**src/rtl/alu_seq.sv**
```systemverilog
// Multi-cycle ALU: single-cycle logic/arith ops plus iterative unsigned
// mul/mulhu/divu/remu (one bit per cycle) behind a valid/ready handshake.
//
// state | meaning
// ------+-----------------------------------------------------------
// IDLE  | ready for a new op; simple ops and div-by-zero finish here
// MUL   | shift-add multiply, one multiplier bit per cycle
// DIV   | restoring divide, one quotient bit per cycle
// DONE  | result held on out_data/out_tag until out_ready
module alu_seq #(
  parameter int XLEN = 32,
  parameter int SHW  = $clog2(XLEN)
) (
  input  logic            clk,
  input  logic            reset,
  input  logic            flush,
  input  logic            in_valid,
  output logic            in_ready,
  input  logic [3:0]      in_opt,
  input  logic [XLEN-1:0] in_a,
  input  logic [XLEN-1:0] in_b,
  input  logic [4:0]      in_tag,
  output logic            out_valid,
  input  logic            out_ready,
  output logic [XLEN-1:0] out_data,
  output logic [4:0]      out_tag,
  output logic            busy
);

  typedef enum logic [1:0] {IDLE, MUL, DIV, DONE} state_t;

  state_t state_q, state_d;

  logic              hi_sel_q;
  logic [XLEN-1:0]   b_q;
  logic [2*XLEN-1:0] acc_q;
  logic [SHW-1:0]    cnt_q;

  logic              is_mul, is_div, b_zero, last;
  logic [SHW-1:0]    shamt;
  logic [XLEN-1:0]   simple_res;
  logic [XLEN:0]     mul_sum, div_shift, div_diff;
  logic [2*XLEN-1:0] mul_next, div_next;

  assign in_ready = (state_q == IDLE);
  assign busy     = (state_q != IDLE);

  assign is_mul = (in_opt[3:1] == 3'b100);
  assign is_div = (in_opt[3:1] == 3'b101);
  assign b_zero = (in_b == '0);
  assign last   = (cnt_q == '0);
  assign shamt  = in_b[SHW-1:0];

  always_comb begin
    simple_res = '0;
    case (in_opt)
      4'h0:    simple_res = in_a + in_b;
      4'h1:    simple_res = in_a - in_b;
      4'h2:    simple_res = in_a << shamt;
      4'h3:    simple_res = $signed(in_a) >>> shamt;
      4'h4:    simple_res = in_a >> shamt;
      4'h5:    simple_res = in_a & in_b;
      4'h6:    simple_res = in_a | in_b;
      4'h7:    simple_res = in_a ^ in_b;
      default: simple_res = '0;
    endcase
  end

  // acc holds {partial product, remaining multiplier} for MUL
  // and {partial remainder, dividend/quotient} for DIV.
  assign mul_sum   = {1'b0, acc_q[2*XLEN-1:XLEN]} + (acc_q[0] ? {1'b0, b_q} : '0);
  assign mul_next  = {mul_sum, acc_q[XLEN-1:1]};
  assign div_shift = {acc_q[2*XLEN-1:XLEN], acc_q[XLEN-1]};
  assign div_diff  = div_shift - {1'b0, b_q};
  assign div_next  = div_diff[XLEN] ? {div_shift[XLEN-1:0], acc_q[XLEN-2:0], 1'b0}
                                    : {div_diff[XLEN-1:0],  acc_q[XLEN-2:0], 1'b1};

  always_comb begin
    state_d = state_q;
    case (state_q)
      IDLE: begin
        if (in_valid) begin
          if (is_mul)                  state_d = MUL;
          else if (is_div && !b_zero)  state_d = DIV;
          else                         state_d = DONE;
        end
      end
      MUL, DIV: if (last) state_d = DONE;
      DONE:     if (out_ready) state_d = IDLE;
      default:  state_d = IDLE;
    endcase
    if (flush) state_d = IDLE;
  end

  always_ff @(posedge clk or posedge reset) begin
    if (reset) state_q <= IDLE;
    else       state_q <= state_d;
  end

  always_ff @(posedge clk or posedge reset) begin
    if (reset) begin
      hi_sel_q  <= 1'b0;
      b_q       <= '0;
      acc_q     <= '0;
      cnt_q     <= '0;
      out_valid <= 1'b0;
      out_data  <= '0;
      out_tag   <= '0;
    end else if (flush) begin
      out_valid <= 1'b0;
    end else begin
      case (state_q)
        IDLE: begin
          if (in_valid) begin
            hi_sel_q <= in_opt[0];
            b_q      <= in_b;
            acc_q    <= {{XLEN{1'b0}}, in_a};
            cnt_q    <= SHW'(XLEN - 1);
            out_tag  <= in_tag;
            if (!(is_mul || (is_div && !b_zero))) begin
              out_valid <= 1'b1;
              out_data  <= is_div ? (in_opt[0] ? in_a : '1) : simple_res;
            end
          end
        end
        MUL: begin
          acc_q <= mul_next;
          if (last) begin
            out_valid <= 1'b1;
            out_data  <= hi_sel_q ? mul_next[2*XLEN-1:XLEN] : mul_next[XLEN-1:0];
          end else begin
            cnt_q <= cnt_q - 1'b1;
          end
        end
        DIV: begin
          acc_q <= div_next;
          if (last) begin
            out_valid <= 1'b1;
            out_data  <= hi_sel_q ? div_next[2*XLEN-1:XLEN] : div_next[XLEN-1:0];
          end else begin
            cnt_q <= cnt_q - 1'b1;
          end
        end
        DONE:    if (out_ready) out_valid <= 1'b0;
        default: ;
      endcase
    end
  end

endmodule

```
**config.mk**
```make
export PLATFORM = sky130hd
export DESIGN_NAME = alu_seq
export DESIGN_NICKNAME = d
export VERILOG_FILES = /design/src/rtl/alu_seq.sv
export SDC_FILE = /design/constraint.sdc
export NUM_CORES = 1
export LEC_CHECK = 0
export ABC_AREA = 1
export CAP_MARGIN = 20
export CORE_MARGIN = 8
export CORE_UTILIZATION = 30
export CTS_CLUSTER_SIZE = 16
export DETAILED_ROUTE_END_ITERATION = 10
export SLEW_MARGIN = 5
export SYNTH_ARGS = -nofsm -noshare
export SYNTH_HDL_FRONTEND = slang
export SYNTH_SLANG_ARGS = --single-unit
export TNS_END_PERCENT = 100
```
**constraint.sdc**
```tcl
create_clock -name clk -period 9.8 [get_ports clk]
set_input_delay 0.98 -clock clk [delete_from_list [all_inputs] [get_ports clk]]
set_output_delay 0.98 -clock clk [all_outputs]
set_load 0.01 [all_outputs]
```
* Yosys cells after proc, flatten, opt, wreduce, memory -nomap -nowiden
Index checks and enable logic that the tools add are counted.
** Cells by class
- $add $sub $neg :: 5
- $mul :: 0
- Div/mod/pow operators :: 0
- Order comparisons :: 0
- Eq/ne operators :: 21
- Shift-type cells :: 3
- Multiplexer cells :: 30
- Bitwise operators :: 4
- Reductions and logical operators :: 17
** Operator list (count)
- two-way mux 32 bit :: 9
- case mux 32 bit (8 select lines) :: 1
- case mux 64 bit (3 select lines) :: 1
- two-way mux 64 bit :: 2
- case mux 32 bit (3 select lines) :: 1
- adder 32 x 32 -> 33 bit :: 1
- subtractor 33 x 32 -> 33 bit :: 1
- adder 32 bit :: 1
- bitwise AND 32 bit :: 1
- logical NOT 32 bit :: 1
- bitwise OR 32 bit :: 1
- left shift 32 x 5 -> 32 bit :: 1
- right shift 32 x 5 -> 32 bit :: 1
- >>> shifter 32 x 5 -> 32 bit :: 1
- subtractor 32 bit :: 1
- bitwise XOR 32 bit :: 1
- == test 4 x 3 -> 1 bit (second input constant) :: 4
- two-way mux 2 bit :: 5
- two-way mux 5 bit :: 2
- inequality test 2 bit (second input constant) :: 5
- case mux 5 bit (2 select lines) :: 1
- inequality test 3 bit (second input constant) :: 3
- AND reduction 3 bit :: 3
- == test 4 x 2 -> 1 bit (second input constant) :: 2
- 21 further kinds :: 30
** Storage, ports and cells
- Register bits :: 142
- Bits in latches :: 0
- RAM bits :: 0
- Memory bits (read-only) :: 0
- Bits of input ports :: 78
- Output and inout bits :: 40
- Logic and storage cells :: 88
- Memories :: 0

* Depth between registers and ports, before layout
Gate-level depths: netlist (run 1).
- Depth after elaboration :: 8
- Mapped depth :: 30
- Gate-level depth less buffers :: 28

* Worst setup path before layout (run 1)
No wires, ideal clock.
- Kind :: in2reg
- From :: input in_b[1]
- To :: register out_data[31]
- Setup time :: 116 ps
- Arrival time :: 4058 ps
- Required time :: 9684 ps
- Slack :: 5626 ps
- Stages on the path :: 28
- Path buffers :: 2
- Cells stage by stage :: inv_1 -> buf_2 -> buf_1 -> ha_1 -> nand2_2 -> nor2_2 -> nand3_2 -> nand3b_1 -> nor2_1 -> nand3_1 -> inv_1 -> a21oi_1 -> xor2_1 -> ha_1 -> nand2_1 -> or2_2 -> nand3_1 -> nand2_1 -> nand2_1 -> inv_1 -> nand2_1 -> nand2_1 -> nand3_1 -> nand3_1 -> nand2_1 -> inv_1 -> nand2_1 -> nand2_1
** On the way
- Word-level cells in the longest chain between the ends :: 6
- Elaborated cells on any way between the ends :: 16
- Those cells by class :: add/sub: 2; eq/ne: 1; shift: 3; mux: 5; reduce/logical: 5
** Ends and longest elaborated chain
- start, declared :: line 21 : input logic [XLEN-1:0] in_b,
- subtractor 32 bit (tied with other cells) :: line 58 : 4'h1: simple_res = in_a - in_b;
- case mux 32 bit (8 select lines) / logical NOT 1 bit (equally long branches) :: line 56, 120
- two-way mux 32 bit / logical AND 1 bit (equally long branches) :: line 122, 120
- two-way mux 32 bit / logical OR 1 bit (equally long branches) :: line 120 : if (!(is_mul || (is_div && !b_zero))) begin
- two-way mux 32 bit / inequality test 2 bit (equally long branches)
- case mux 32 bit (3 select lines) / AND reduction 6 bit (equally long branches)
- end signal, assigned :: line 122 : out_data <= is_div ? (in_opt[0] ? in_a : '1) : simple_res;
- end signal, assigned :: line 130 : out_data <= hi_sel_q ? mul_next[2*XLEN-1:XLEN] : mul_next[XLEN-1:0];
- end signal, assigned :: line 139 : out_data <= hi_sel_q ? div_next[2*XLEN-1:XLEN] : div_next[XLEN-1:0];
- end, declared :: line 25 : output logic [XLEN-1:0] out_data,
Several ways; a longest one is shown, not always the timed one. The select of a mux whose other input is x is not followed.
A chain may end at the register's enable or synchronous reset.

* Worst setup path in the final report (run 1)
- From :: input in_opt[0]
- To :: register out_data[29]
** On the way
- Word-level cells in the longest chain between the ends :: 6
- Elaborated cells on any way between the ends :: 14
- Those cells by class :: eq/ne: 7; mux: 6; reduce/logical: 1
** Ends and longest elaborated chain
- start, declared :: line 19 : input logic [3:0] in_opt,
- == test 4 x 3 -> 1 bit (tied with other cells) :: line 56 : case (in_opt)
- case mux 32 bit (8 select lines) :: line 56
- two-way mux 32 bit (*) :: line 122
- two-way mux 32 bit (*) :: line 120
- two-way mux 32 bit (*) :: line 114 : if (in_valid) begin
- case mux 32 bit (3 select lines) (*) :: line 112 : case (state_q)
Every way passes the cells marked *; elsewhere a longest branch is shown, timed or not. The select of a mux whose other input is x is not followed.

==> impl_metrics.json, run 1 <==
{
  "syn_area_um2": 21300,
  "die_h_um": 282,
  "dp_hpwl_um": 83100,
  "place_ws_ns": 3.60,
  "synth_cells": 3830,
  "yosys_warnings": 0,
  "layout_common_cells": "nand2_1, inv_1, nand3_1, nor2_1, o21ai_0",
  "leakage_nw": 12.5,
  "stdcell_area_um2": 23900,
  "cts_max_path_buffers": 2,
  "antenna_found_initial": 0,
  "hold_path_end": "out_tag[4]",
  "post_drt_wl_per_cell_um": 21.8,
  "hold_depth": 2,
  "floorplan.io_pins": 118,
  "async_reset_ff_share_pct": 100,
  "clkTransAtPathRegs_ns": 0.06,
  "cts_tree": "done",
  "htreeDepth": 4,
  "layout_setup_ws_ns": 3.96,
  "fin_tns_setup_ns": 0,
  "die_w_um": 282,
  "finClkSkew_ns": 0.0265,
  "ys_seq_elements": 142,
  "period_needed_ns": 5.84,
  "die_area_um2": 79600,
  "overflow": 0,
  "ir_drop_uv": 113,
  "reg2reg_to": "out_data[12]",
  "synth-edff-count": 0,
  "port_buffers": 117,
  "totalPowerFinal_mw": 5.55,
  "route.detailed.vias_per_inst": 5.35,
  "antenna_left": 0,
  "syn_nets": 4079,
  "worst_setup_path_start_kind": "primary input",
  "cts_resized": 0,
  "setup_viol": 0,
  "gp_congestion": 1.03,
  "mostFrequentLayoutCell": "nand2_1",
  "cts_buffers": 17,
  "worstPathMaxFanout": 33,
  "clkSinkCount": 142,
  "critPathKind": "primary input to register",
  "synth_cell_type_count": 56,
  "drv_slew": 0,
  "via_count": 25800,
  "synth_flop_cell": "dfrtp_1",
  "cts_hold_buf": 0,
  "grt_pass1_vias": 24300,
  "drt_iter0_drc": 3018,
  "r2r_slack_ns": 5.72,
  "clk_latency_ns": 0.48,
  "run_status": "finished, final reports clean",
  "max_cap_viol_count": 0,
  "rows": 97,
  "worst_slew_pin_slew_ns": 1.04,
  "ys_seq_area_share_pct": 16.7,
  "r2r-start": "acc_q[31]",
  "nFillCells": 8097,
  "relSlewSlack_pct": 30.7,
  "layout.nets": 4106,
  "rsz0062_at_grt": "false",
  "fmax_mhz": 171,
  "drt_wl_total_um": 105000,
  "holdCritStartpoint": "out_tag[4]",
  "crit_required_ns": 10.15,
  "hold_viol": 0,
  "grt_first_pass_wirelength_um": 155000,
  "syn2layout_area_growth_pct": 12.5,
  "start_util_pct": 30.3,
  "drc": 0,
  "core_area_um2": 70100,
  "drive_gt1_share_pct": 3.05,
  "endpoint_kind": "register",
  "n_antenna_cell": 0,
  "pwr_density_cell_nw_per_um2": 232,
  "grt_max_degree": 94,
  "place_area_um2": 23300,
  "arrival_ns": 6.19,
  "drt_pass1_iterations": 7,
  "post-cts-setup-buffer-count": 0,
  "grt.total_usage_pct": 25.7,
  "synth_area_per_cell_um2": 5.55,
  "r2r_cells": 21,
  "fin_crit_sh_pct": 59.6,
  "root_buffer": "clkbuf_16",
  "hold_path_class": "register to register"
}
## flip-flops by register name, summed over array words and instances (netlist names)
name,cells
acc_q,64
b_q,32
out_data,32
cnt_q,5
out_tag,5
state_q,2
hi_sel_q,1
out_valid,1
## final cells by class
cell class | count | area (um2) | area share [%]
inverter | 499 | 1880 | 7.86
multi-input combinational | 3041 | 15200 | 63.7
tap | 940 | 1180 | 4.92
clock inverter | 11 | 155 | 0.649
sequential | 142 | 3550 | 14.9
clock buffer | 21 | 470 | 1.97
timing repair buffer | 156 | 1450 | 6.06
## worst max-delay path by stage
stage                         start           end  slack (ns)  cells past startpoint
after CTS                 in_opt[0]  out_data[29]        4.04                     24
after detailed placement  in_opt[0]  out_data[29]        3.60                     24
after floorplan               reset      acc_q[0]        5.01                      1
after global routing      in_opt[0]  out_data[29]        3.57                     24
final                     in_opt[0]  out_data[29]        3.96                     24
after global placement    in_opt[0]  out_data[29]        3.58                     24
## logic make-up (layout without fill, tap and decap cells)
family,after synthesis,count (layout),synth area share (%)
simple gates,2185,2185,42.6
buf+inv,647,687,11.8
compound gates,634,634,16.5
fa+ha+maj,171,171,10.2
flops,142,142,16.7
xor+xnor,49,49,2.02
mux,2,2,0.0942
## cells in the mapped netlist, types with 14 or more instances
cell / instances / area share (%)
o21ai_1: 14 / 0.33
nand3b_1: 14 / 0.49
o22ai_1: 21 / 0.62
nand4_1: 40 / 1.2
nor3_1: 20 / 0.47
nand3_1: 408 / 9.6
o221ai_1: 17 / 0.70
buf_2: 15 / 0.35
clkbuf_1: 102 / 1.8
nor2_1: 303 / 5.4
clkinv_1: 22 / 0.39
inv_1: 469 / 8.3
or2_2: 14 / 0.41
o21ai_0: 256 / 6.0
xor2_1: 34 / 1.4
a21oi_1: 230 / 5.4
xnor2_1: 15 / 0.62
ha_1: 168 / 9.9
o211ai_1: 22 / 0.78
buf_1: 22 / 0.39
nand2_1: 1349 / 24
dfrtp_1: 142 / 17
o31ai_1: 15 / 0.53
## where the power goes
group	switching, mW	leakage, nW	internal (mW)
clock network	0.311	0.293	0.424
registers	0.175	1.80	0.828
logic	2.64	10.4	1.17
total	3.13	12.5	2.42
## worst max-delay path: stages
cell	delay, ns
clkdlybuf4s50_1	0.57
inv_1	0.11
buf_4	0.43
nor2_1	0.11
nand2_1	0.49
clkinv_1	0.72
nor2_1	0.34
xor2_1	0.12
ha_1	0.42
a21oi_1	0.12
nand2_1	0.20
nand2_1	0.08
nand2_1	0.20
inv_1	0.09
o21ai_0	0.44
nand2_1	0.20
nand2_1	0.11
nand2_1	0.05
nand3_1	0.09
nand3_1	0.08
nand2_1	0.09
clkinv_1	0.06
nand2_1	0.05
nand2_1	0.04
## metrics by stage
step / hold WS [ns] / std cells / utilization, %
global placement: 0.457 / 4778 / 33.2
floorplan: 0.452 / 3830 / -
detailed placement: 0.462 / 4778 / 33.2
global route: 0.501 / 4810 / 34.1
finish: 0.472 / 4810 / 34.1
CTS: 0.478 / 4810 / 34.1
## per-layer routing
metal / vias to the layer above / GRT usage (%) / wire [um]
li1: 12500 / - / -
met1: 11900 / 33.6 / 44500
met2: 1190 / 40.4 / 45500
met3: 248 / 3.94 / 8180
met4: 0 / 14.2 / 6720
met5: - / 0 / 0
Note: power is estimated with default switching activity, not from simulation.
==> run 2, diff against run 1 <==
==> constraint.sdc (replaced) <==
create_clock -name clk -period 4.9 [get_ports clk]
set_input_delay 0.49 -clock clk [delete_from_list [all_inputs] [get_ports clk]]
set_output_delay 0.49 -clock clk [all_outputs]
set_load 0.01 [all_outputs]
==> run 2 against run 1 <==
Effect of this change: via count grew 1.3%; highest routed layer unchanged; die area stayed put; power grew 100%.
==> impl_metrics.json, run 2 (same netlist as run 1, synthesis figures left out) <==
{
  "layout.nets": 4140,
  "fmax_mhz": 227,
  "arrival_ns": 4.78,
  "finClkSkew_ns": 0.0234,
  "die_area_um2": 79600,
  "antenna_left": 0,
  "clkSinkCount": 142,
  "crit_required_ns": 5.26,
  "nFillCells": 8126,
  "fin_tns_setup_ns": 0,
  "cts_hold_buf": 0,
  "run_status": "finished, final reports clean",
  "clk_latency_ns": 0.49,
  "layout_common_cells": "nand2_1, inv_1, nand3_1, nor2_1, o21ai_0",
  "start_util_pct": 30.3,
  "top_regs": "acc_q: 64 flops, b_q: 32 flops, out_data: 32 flops",
  "cts_resized": 0,
  "grt.total_usage_pct": 26.2,
  "die_w_um": 282,
  "cts_buffers": 17,
  "dp.cells": 4812,
  "drt_wl_total_um": 106000,
  "drt_pass1_iterations": 6,
  "drv_slew": 0,
  "hold_viol": 0,
  "largest_reg_flops": 64,
  "drc": 0,
  "clkTransAtPathRegs_ns": 0.07,
  "gp_congestion": 1.08,
  "pwr_density_cell_nw_per_um2": 462,
  "die_h_um": 282,
  "route.detailed.vias_per_inst": 5.39,
  "period_needed_ns": 4.41,
  "relSlewSlack_pct": 29.8,
  "grt_pass1_vias": 24800,
  "worst_slew_pin_slew_ns": 1.05,
  "post-cts-setup-buffer-count": 0,
  "cts_max_path_buffers": 2,
  "worstPathMaxFanout": 5,
  "multi_input_area_um2": 15200,
  "top_register": "acc_q",
  "max_cap_viol_count": 0,
  "antenna_found_initial": 1,
  "syn2layout_area_growth_pct": 13.6,
  "port_buffers": 117,
  "grt_first_pass_wirelength_um": 158000,
  "drt_iter0_drc": 2880,
  "mostFrequentLayoutCell": "nand2_1",
  "post_drt_wl_per_cell_um": 22.0,
  "ir_drop_uv": 357,
  "setup_viol": 0,
  "cts_tree": "done",
  "leakage_nw": 12.6,
  "final-instance-count-excl-fill": 4844,
  "hold_ws_ns": 0.472,
  "hold_path_class": "register to register",
  "rows": 97,
  "overflow": 0,
  "drive_gt1_share_pct": 3.82,
  "fin_crit_sh_pct": 90.0,
  "r2r_cells": 19,
  "core_area_um2": 70100,
  "dp_hpwl_um": 85300,
  "worst_setup_path_start_kind": "primary input",
  "regArea_um2": 3550,
  "r2r_slack_ns": 0.78,
  "grt_max_degree": 94,
  "htreeDepth": 4,
  "floorplan.io_pins": 118,
  "root_buffer": "clkbuf_16",
  "critPathKind": "primary input to register",
  "totalPowerFinal_mw": 11.1,
  "via_count": 26100,
  "hold_depth": 2,
  "endpoint_kind": "register",
  "rsz0062_at_grt": "false"
}
[run 2: where the power goes]
group          switching [mW]  internal (mW)  total (mW)
registers               0.324           1.66        1.98
clock network           0.629          0.803        1.43
logic                    5.33           2.40        7.73
[run 2: path summary, 6_finish.rpt]
check	start	endpoint
worst max register to register	acc_q[31]	acc_q[57]
max in group asynchronous	reset	b_q[2]
worst min-delay path	out_tag[1]	out_tag[1]
min in group asynchronous	reset	b_q[27]
worst min register to register	out_tag[1]	out_tag[1]
worst max-delay path	in_b[6]	out_data[29]
[run 2: layout make-up]
cell class                      instances  area share [%]
Antenna cell                            1          0.0104
Clock buffer                           19            1.79
Clock inverter                         12           0.664
Inverter                              499            7.78
Multi-Input combinational cell       3041            63.0
Sequential cell                       142            14.7
Tap cell                              940            4.87
Timing Repair Buffer                  190            7.11
[run 2: per-layer routing]
metal / vias up / track usage [%] / routed length [um]
met3: 249 / 3.63 / 8130
met5: - / 0 / 0
met4: 0 / 16.0 / 7510
met1: 12100 / 34.3 / 45300
li1: 12500 / - / -
met2: 1201 / 40.8 / 45500
[run 2: worst max-delay path, stage by stage]
cell and delay [ns]:
clkdlybuf4s50_1 0.59, inv_1 0.24, nand3_1 0.16, nor3_1 0.64, nand4_1 0.25, nand2_1 0.16, o21ai_0 0.15, xor2_1 0.19
ha_1 0.39, nand2_1 0.13, nor2_1 0.34, nand2_1 0.19, nor2_1 0.12, nand2_1 0.13, nand2_1 0.10, nand2_1 0.05
nand3_1 0.10, nand3_1 0.09, nand2_1 0.09, clkinv_1 0.06, nand2_1 0.05, nand2_1 0.05
[run 2: per-stage QoR]
step	worst slack, ns	area [um2]	util (%)
after floorplan	0.600	21300	-
after global placement	0.185	23500	33.6
after detailed placement	0.202	23500	33.6
after CTS	0.681	24100	34.4
after global routing	0.171	24100	34.4
final	0.488	24100	34.4
